<file path="src/rtl/demux_pkg.sv">
// Shared types for the 1-to-4 stream distributor: lane count, control states
// and the lane-select type.
package demux_pkg;

    localparam int N_LANES = 4;
    localparam int SEL_W   = 2;

    typedef logic [SEL_W-1:0] lane_sel_t;

    typedef enum logic [1:0] {
        IDLE  = 2'd0,
        RUN   = 2'd1,
        DRAIN = 2'd2
    } state_t;

    function automatic logic [N_LANES-1:0] lane_onehot(input lane_sel_t sel);
        lane_onehot = N_LANES'(1) << sel;
    endfunction

endpackage

</file>
<file path="src/rtl/demux_lane_reg.sv">
// One output lane: a one-entry holding register with a valid flag and a
// wrapping count of words handed to the consumer.
module demux_lane_reg #(
    parameter int DATA_W = 32,
    parameter int CNT_W  = 16
) (
    input  logic              clk,
    input  logic              rst_n,
    input  logic              load,
    input  logic [DATA_W-1:0] load_data,
    input  logic              ready,
    output logic              valid,
    output logic [DATA_W-1:0] data,
    output logic [CNT_W-1:0]  cnt
);

    logic fire;
    assign fire = valid && ready;

    // The register is cleared on unload so the lane reads zero while empty.
    always_ff @(posedge clk or negedge rst_n) begin
        if (!rst_n) begin
            valid <= 1'b0;
            data  <= '0;
            cnt   <= '0;
        end else begin
            if (load) begin
                valid <= 1'b1;
                data  <= load_data;
            end else if (fire) begin
                valid <= 1'b0;
                data  <= '0;
            end
            if (fire)
                cnt <= cnt + CNT_W'(1);
        end
    end

endmodule

</file>
<file path="src/rtl/demux_1_4_32_stream.sv">
// Registered 1-to-4 stream distributor: each input word is steered by in_sel
// into its own lane register; a stalled lane only blocks words addressed to it.
module demux_1_4_32_stream
    import demux_pkg::*;
#(
    parameter int DATA_W = 32,
    parameter int CNT_W  = 16
) (
    input  logic               clk,
    input  logic               rst_n,
    input  logic               enable,
    input  logic               in_valid,
    output logic               in_ready,
    input  logic [DATA_W-1:0]  in_data,
    input  logic [1:0]         in_sel,
    output logic [N_LANES-1:0] out_valid,
    input  logic [N_LANES-1:0] out_ready,
    output logic [DATA_W-1:0]  out_data_0,
    output logic [DATA_W-1:0]  out_data_1,
    output logic [DATA_W-1:0]  out_data_2,
    output logic [DATA_W-1:0]  out_data_3,
    output logic [CNT_W-1:0]   lane_cnt_0,
    output logic [CNT_W-1:0]   lane_cnt_1,
    output logic [CNT_W-1:0]   lane_cnt_2,
    output logic [CNT_W-1:0]   lane_cnt_3,
    output logic               busy
);

    state_t                             state;
    lane_sel_t                          sel;
    logic [N_LANES-1:0]                 load;
    logic [N_LANES-1:0][DATA_W-1:0]     data_q;
    logic [N_LANES-1:0][CNT_W-1:0]      cnt_q;

    assign sel = in_sel;

    // Gating with enable blocks an accept on the edge where RUN is left.
    assign in_ready = (state == RUN) && enable && (!out_valid[sel] || out_ready[sel]);
    assign load     = (in_valid && in_ready) ? lane_onehot(sel) : '0;

    always_ff @(posedge clk or negedge rst_n) begin
        if (!rst_n) begin
            state <= IDLE;
            busy  <= 1'b0;
        end else begin
            case (state)
                IDLE: if (enable) begin
                    state <= RUN;
                    busy  <= 1'b1;
                end
                RUN: if (!enable)
                    state <= DRAIN;
                DRAIN: if (out_valid == '0) begin
                    state <= IDLE;
                    busy  <= 1'b0;
                end
                default: begin
                    state <= IDLE;
                    busy  <= 1'b0;
                end
            endcase
        end
    end

    for (genvar g = 0; g < N_LANES; g++) begin : g_lane
        demux_lane_reg #(
            .DATA_W (DATA_W),
            .CNT_W  (CNT_W)
        ) u_lane (
            .clk       (clk),
            .rst_n     (rst_n),
            .load      (load[g]),
            .load_data (in_data),
            .ready     (out_ready[g]),
            .valid     (out_valid[g]),
            .data      (data_q[g]),
            .cnt       (cnt_q[g])
        );
    end

    assign out_data_0 = data_q[0];
    assign out_data_1 = data_q[1];
    assign out_data_2 = data_q[2];
    assign out_data_3 = data_q[3];
    assign lane_cnt_0 = cnt_q[0];
    assign lane_cnt_1 = cnt_q[1];
    assign lane_cnt_2 = cnt_q[2];
    assign lane_cnt_3 = cnt_q[3];

endmodule
</file>
<file path="config.mk">
export PLATFORM = sky130hd
export DESIGN_NAME = demux_1_4_32_stream
export DESIGN_NICKNAME = d
export VERILOG_FILES = /design/src/rtl/demux_pkg.sv /design/src/rtl/demux_lane_reg.sv /design/src/rtl/demux_1_4_32_stream.sv
export SDC_FILE = /design/constraint.sdc
export NUM_CORES = 1
export LEC_CHECK = 0
export ABC_AREA = 1
export CAP_MARGIN = 0
export CORE_AREA = 2 2 144 146
export DETAILED_ROUTE_END_ITERATION = 12
export DIE_AREA = 0 0 146 148
export PLACE_DENSITY = 0.8
export SYNTH_ARGS = -nofsm -noshare
export SYNTH_HDL_FRONTEND = slang
export SYNTH_SLANG_ARGS = --single-unit
export TNS_END_PERCENT = 1
</file>
<file path="constraint.sdc">
create_clock -name clk -period 1.45 [get_ports clk]
set_clock_uncertainty 0.1 [all_clocks]
set_input_delay 0.2175 -clock clk [delete_from_list [all_inputs] [get_ports clk]]
set_output_delay 0.2175 -clock clk [all_outputs]
set_load 0.02 [all_outputs]
</file>
==> results_dict.tcl <==
set metrics [dict create \
    filler_cells 1820 \
    avgSynthCellArea_um2 8.847 \
    clk_sinks 199 \
    drtIter0Drc 333 \
    cts-buffers-inserted 17 \
    final_util 0.5998 \
    placedCellCount 1503 \
    grt_pass1_vias 7427 \
    ys_dominant_reg_cell "sky130_fd_sc_hd__dfrtp_1" \
    hold_path.class "in2async" \
    finalSetupViolations 148 \
    grt_pass1_wl_um 39540 \
    synth.lib_cells_used.distinct 30 \
    yosys_warnings 0 \
    cts.root.buffer_cell "sky130_fd_sc_hd__clkbuf_16" \
    initial_utilization 0.4221 \
    clk_pin_slew_ns 0.07 \
    post_synth_instance_area_um2 8458 \
    fp.dieH_um 148 \
    detail_route.first_pass.iterations 5 \
    die_area_um2 21610 \
    drt-vias-per-instance 5.025 \
    number_of_nets_in_the_layout 1301 \
    cts-htree-levels 4 \
    ant_nets 0 \
    preCtsSetupSlack_ns -0.8437 \
    cp-end-kind "output port" \
    routed_wire_length_per_instance_um 16.70 \
    worstPathMaxFanout 2 \
    design.portCount 240 \
    post-route-min-period_ns 1.821 \
    maxClockFrequency_mhz 549.1 \
    seq_area_um2 4994 \
    setup_ws_ns -0.3713 \
    synth.net_count 1002 \
    synth_cells 956 \
    grt_start_max_net_pins 45 \
    outcome "finished, violations left" \
    critical_path_required_ns 1.13 \
    num_antenna_cells 0 \
    synth-seq-area-share 0.5888 \
    max_slew.worst_pin.slew_ns 0.4384 \
    synth-async-reset-ratio 1.000 \
    maxCapViolCount 0 \
    yosys_register_bits 199 \
    portBuffers 239 \
    final_cells 1538 \
    mostFrequentLayoutCell "sky130_fd_sc_hd__nand2_1" \
    max_slew_margin 0.7077 \
    timing.final.max_slew_violations 0 \
    route.final.wire_length_um 25680 \
    overflow 0 \
    timing.critical_path.arrival_ns 1.50 \
    post-dp-hpwl_um 18280 \
    startpoint_type "flip-flop" \
    finalHoldWorstSlack_ns 0.1624 \
    areaGrowthSynthToFinish_pct 42.12 \
    multi_input_area_um2 3212 \
    timing.final.crit_share 1.256 \
    clk-insertion-delay-late_ns 0.43 \
    finalWeightedCongestion 0.8817 \
    clockBufferDepth 2 \
    leakagePower_nw 6.428 \
    total_vias_in_the_final_route 7729 \
    floorplan.die.width_um 146 \
    grt_antenna_before_repair 0 \
    setup.worst_path.class "reg2out" \
    violations_in_the_final_reports "negative setup slack" \
    drive_gt1_frac 0.2768 \
    final_hold_viols 0 \
    count_of_flip_flops_with_a_built_in_enable_after_synthesis 0 \
    drc_errors 0 \
    tritoncts "done" \
    worst_ir_drop_vdd_mv 0.7896 \
    track_usage 0.2332 \
    number_of_core_rows 52 \
    layout.cells.most_common_list "356 x sky130_fd_sc_hd__nand2_1, 188 x sky130_fd_sc_hd__dfrtp_1, 148 x sky130_fd_sc_hd__nand3_1" \
    coreArea_um2 20040 \
    power.density_nw_per_um2 1355 \
    grt_setup_unrepaired "yes" \
]
[logic make-up after synthesis]
logic type                 count (synthesis)  synth area share
AOI/OAI and AO/OA                         17           0.01139
xor gates and xnor gates                  48           0.04970
adders and majority gates                  4          0.005917
buffers and inverters                     96           0.04808
DFF                                      199            0.5888
and+or+nand+nor                          592            0.2962
[stage by stage]
step / setup TNS (ns) / area, µm² / power (mW)
final: -34.42 / 12020 / 16.29
after global routing: -48.37 / 12020 / 17.01
after CTS: -35.25 / 12360 / 16.50
after detailed placement: -100.59 / 11710 / 12.04
after global placement: -94.08 / 11710 / 11.90
after floorplan: -9.920 / 8517 / 9.232
[layout make-up]
class	instances	area share
Sequential cell	199	0.4154
Timing Repair Buffer	323	0.2235
Clock inverter	10	0.009785
Inverter	53	0.01655
Clock buffer	22	0.03945
Tap cell	270	0.02810
Multi-Input combinational cell	661	0.2672
[where the power goes]
part	switching (mW)	internal [mW]
registers	0.666	6.48
logic	2.58	1.80
clock network	2.07	2.69
total	5.32	11.0
[path summary, 6_finish.rpt]
path,endpoint,from,depth (start not counted),slack [ns]
setup / recovery,in_ready,state[1],4,-0.37
min in group clk,g_lane[2].u_lane.valid,out_ready[2],2,0.32
setup reg to reg,g_lane[1].u_lane.data[21],state[1],8,-0.31
max in group asynchronous,g_lane[0].u_lane.data[17],rst_n,3,0.52
hold / removal,g_lane[2].u_lane.cnt[10],rst_n,2,0.16
hold reg to reg,busy,state[0],1,0.37
[synthesized netlist by cell type, types with 2 or more instances]
| library cell | number | area [µm²] |
|---|---|---|
| sky130_fd_sc_hd__a21oi_1 | 2 | 10.01 |
| sky130_fd_sc_hd__buf_1 | 2 | 7.510 |
| sky130_fd_sc_hd__buf_2 | 25 | 125.1 |
| sky130_fd_sc_hd__buf_4 | 4 | 30.03 |
| sky130_fd_sc_hd__clkbuf_1 | 12 | 45.04 |
| sky130_fd_sc_hd__dfrtp_1 | 199 | 4980 |
| sky130_fd_sc_hd__ha_1 | 4 | 50.05 |
| sky130_fd_sc_hd__inv_1 | 51 | 191.4 |
| sky130_fd_sc_hd__inv_2 | 2 | 7.510 |
| sky130_fd_sc_hd__nand2_1 | 362 | 1359 |
| sky130_fd_sc_hd__nand3_1 | 150 | 750.7 |
| sky130_fd_sc_hd__nand3b_1 | 2 | 15.01 |
| sky130_fd_sc_hd__nand4_1 | 14 | 87.58 |
| sky130_fd_sc_hd__nor2_1 | 42 | 157.7 |
| sky130_fd_sc_hd__nor2_2 | 5 | 31.28 |
| sky130_fd_sc_hd__nor3_1 | 11 | 55.05 |
| sky130_fd_sc_hd__o21ai_0 | 9 | 45.04 |
| sky130_fd_sc_hd__o21ai_1 | 2 | 10.01 |
| sky130_fd_sc_hd__xnor2_1 | 20 | 175.2 |
| sky130_fd_sc_hd__xor2_1 | 28 | 245.2 |
[layer usage]
metal / vias to the layer above / part of all wire / global-route usage
met4: 0 / 0.024 / 0.07670
met5: - / 0 / 0
met3: 46 / 0.075 / 0.05988
met1: 3785 / 0.40 / 0.2927
met2: 259 / 0.50 / 0.3969
li1: 3639 / - / -
[worst max-delay path, stage by stage (launching register included)]
cell                       delay [ns]
sky130_fd_sc_hd__dfrtp_1         0.40
sky130_fd_sc_hd__or2_4           0.27
sky130_fd_sc_hd__nor2_4          0.09
sky130_fd_sc_hd__a21boi_2        0.18
sky130_fd_sc_hd__buf_6           0.14
[timing repair]
item | in CTS | in global routing
endpoints found under the setup margin | 355 | 274
gates resized for setup | 580 | 124
buffers inserted | 1 | 1
hold buffers | 1 | 0
cloned | 0 | 1
hold endpoints to repair | 199 | 0
pin swaps | 2 | 4
[state kept, by name (all words and copies together), names as in the netlist]
| signal | cells |
|---|---|
| g_lane.u_lane.valid | 4 |
| g_lane.u_lane.data | 128 |
| g_lane.u_lane.cnt | 64 |
| state | 2 |
| busy | 1 |
(Power assumes the default switching activity.)
==> RTL change (same settings) <==
Re-encode `state_t` (3 states) as one-hot, 3 bits wide.
--- a/src/rtl/demux_pkg.sv
+++ b/src/rtl/demux_pkg.sv
@@ -7,10 +7,10 @@
 
     typedef logic [SEL_W-1:0] lane_sel_t;
 
-    typedef enum logic [1:0] {
-        IDLE  = 2'd0,
-        RUN   = 2'd1,
-        DRAIN = 2'd2
+    typedef enum logic [2:0] {
+        IDLE  = 3'b001,
+        RUN   = 3'b010,
+        DRAIN = 3'b100
     } state_t;
 
     function automatic logic [N_LANES-1:0] lane_onehot(input lane_sel_t sel);
Behaviour: no difference found for any inputs over 4 cycles, from zero or initial values and one cycle with rst_n low; so few cycles prove little.
==> RTL change against the unedited design <==
Worst setup slack gained 0.12 ns; area after synthesis grew 2.1%; global-route usage grew 1.3 points; final cell count grew 2.0%; the run still ends with setup timing left; critical endpoint unchanged; sequential cell count grew 1; register-to-register slack gained 0.10 ns; sequential share of layout area shrank 0.62 points; critical path depth grew 2; cell area grew 2.1%; wire length grew 3.4%; non-clock buffer count grew 5.
Power is not compared: it rests on default switching activity, and its combinational part moved more than twofold at a synthesized area within 25%.
==> RTL change: results <==
{
  "met1_usage": 0.318,
  "wl_met3_um": 1570,
  "syn_nets": 1028,
  "worst_slack_ns": -0.253,
  "initial_utilization": 0.431,
  "crit_start": "g_lane[0].u_lane.valid",
  "place_ws_ns": -0.788,
  "yosysSeqAreaShare": 0.580,
  "r2r_slack_ns": -0.21,
  "r2r_cells": 10,
  "synthTopCellsByArea": "dfrtp_1, nand2_1, nand3_1",
  "layout-drive-gt1-share": 0.300,
  "violations": "setup timing",
  "gp_congestion": 0.838,
  "dr.pass1.iters": 8,
  "wl_met2_um": 13100,
  "wl_per_cell_um": 16.9,
  "status": "finished with violations",
  "fill_cells": 1759,
  "met1Wirelength_um": 11200,
  "async_reset_ff_frac": 1.00,
  "dpl_cell_area_mm2": 0.0121,
  "grt_use_met3": 0.0519,
  "finalNetCount": 1333,
  "groute.usage.overall": 0.246,
  "arrival_ns": 1.39,
  "setup_violations": 146,
  "grt_first_pass_wirelength_um": 41900,
  "synth_common_cells": "nand2_1, dfrtp_1, nand3_1, inv_1, nor2_1",
  "drt_iter0_markers": 416,
  "post-dp-hpwl_um": 19000,
  "grt_max_degree": 39,
  "worst_hold_slack_ns": 0.193,
  "yosysUniqueCellTypes": 26
}
[RTL change: cell types whose count changed after synthesis, moves of 4 or more]
cell and delta:
clkbuf_1 -7, buf_2 -13, nor2_2 -4, inv_1 +12, o21ai_0 +5, xor2_1 +5, nor3_1 +6, nor2_4 +4
xnor2_1 -5, buf_4 +13, nand2_1 +10, buf_1 +6
[RTL change: critical path, cell delays in order, from the launching register on]
cell and delay [ns]:
dfrtp_1 0.39, nand2_1 0.07, nand2_1 0.07, nand2_2 0.09, nand2_4 0.07, a21oi_2 0.13
buf_6 0.13
[RTL change: per-stage QoR]
stage | TNS [ns] | cells
3_5_place_dp | -117.48 | 1536
4_1_cts | -21.31 | 1568
3_3_place_gp | -110.34 | 1536
5_1_grt | -37.03 | 1569
6_report | -21.38 | 1569
2_1_floorplan | -7.69 | 982
[RTL change: logic make-up after synthesis]
logic type	Yosys count	share of synthesized area
AND/OR/NAND/NOR	607	0.299
buffers and inverters	105	0.0548
XOR/XNOR	48	0.0487
adder cells (fa/ha/maj)	4	0.00580
flip-flops	200	0.580
multiplexers	1	0.00130
AO/OA/AOI/OAI	17	0.0101
[RTL change: timing repair]
item	in CTS	in global routing
hold endpoints to repair	160	0
endpoints found under the setup margin	363	302
hold buffers	1	0
pin swaps	7	29
gates resized for setup	578	155
setup buffers	0	1
[RTL change: power by group]
group	internal (µW)	switching (µW)	total [µW]
clock	2560	2110	4680
combinational	3410	5390	8790
sequential	7620	1310	8930
total	13600	8810	22400
[RTL change: area by class of cell]
cell class | instances | area (µm²) | share of cell area
clock buffer | 22 | 484 | 0.0395
multi-input combinational | 677 | 3390 | 0.276
clock inverter | 9 | 90.1 | 0.00734
tap | 270 | 338 | 0.0275
timing repair buffer | 328 | 2710 | 0.221
sequential | 200 | 5020 | 0.409
inverter | 63 | 236 | 0.0193
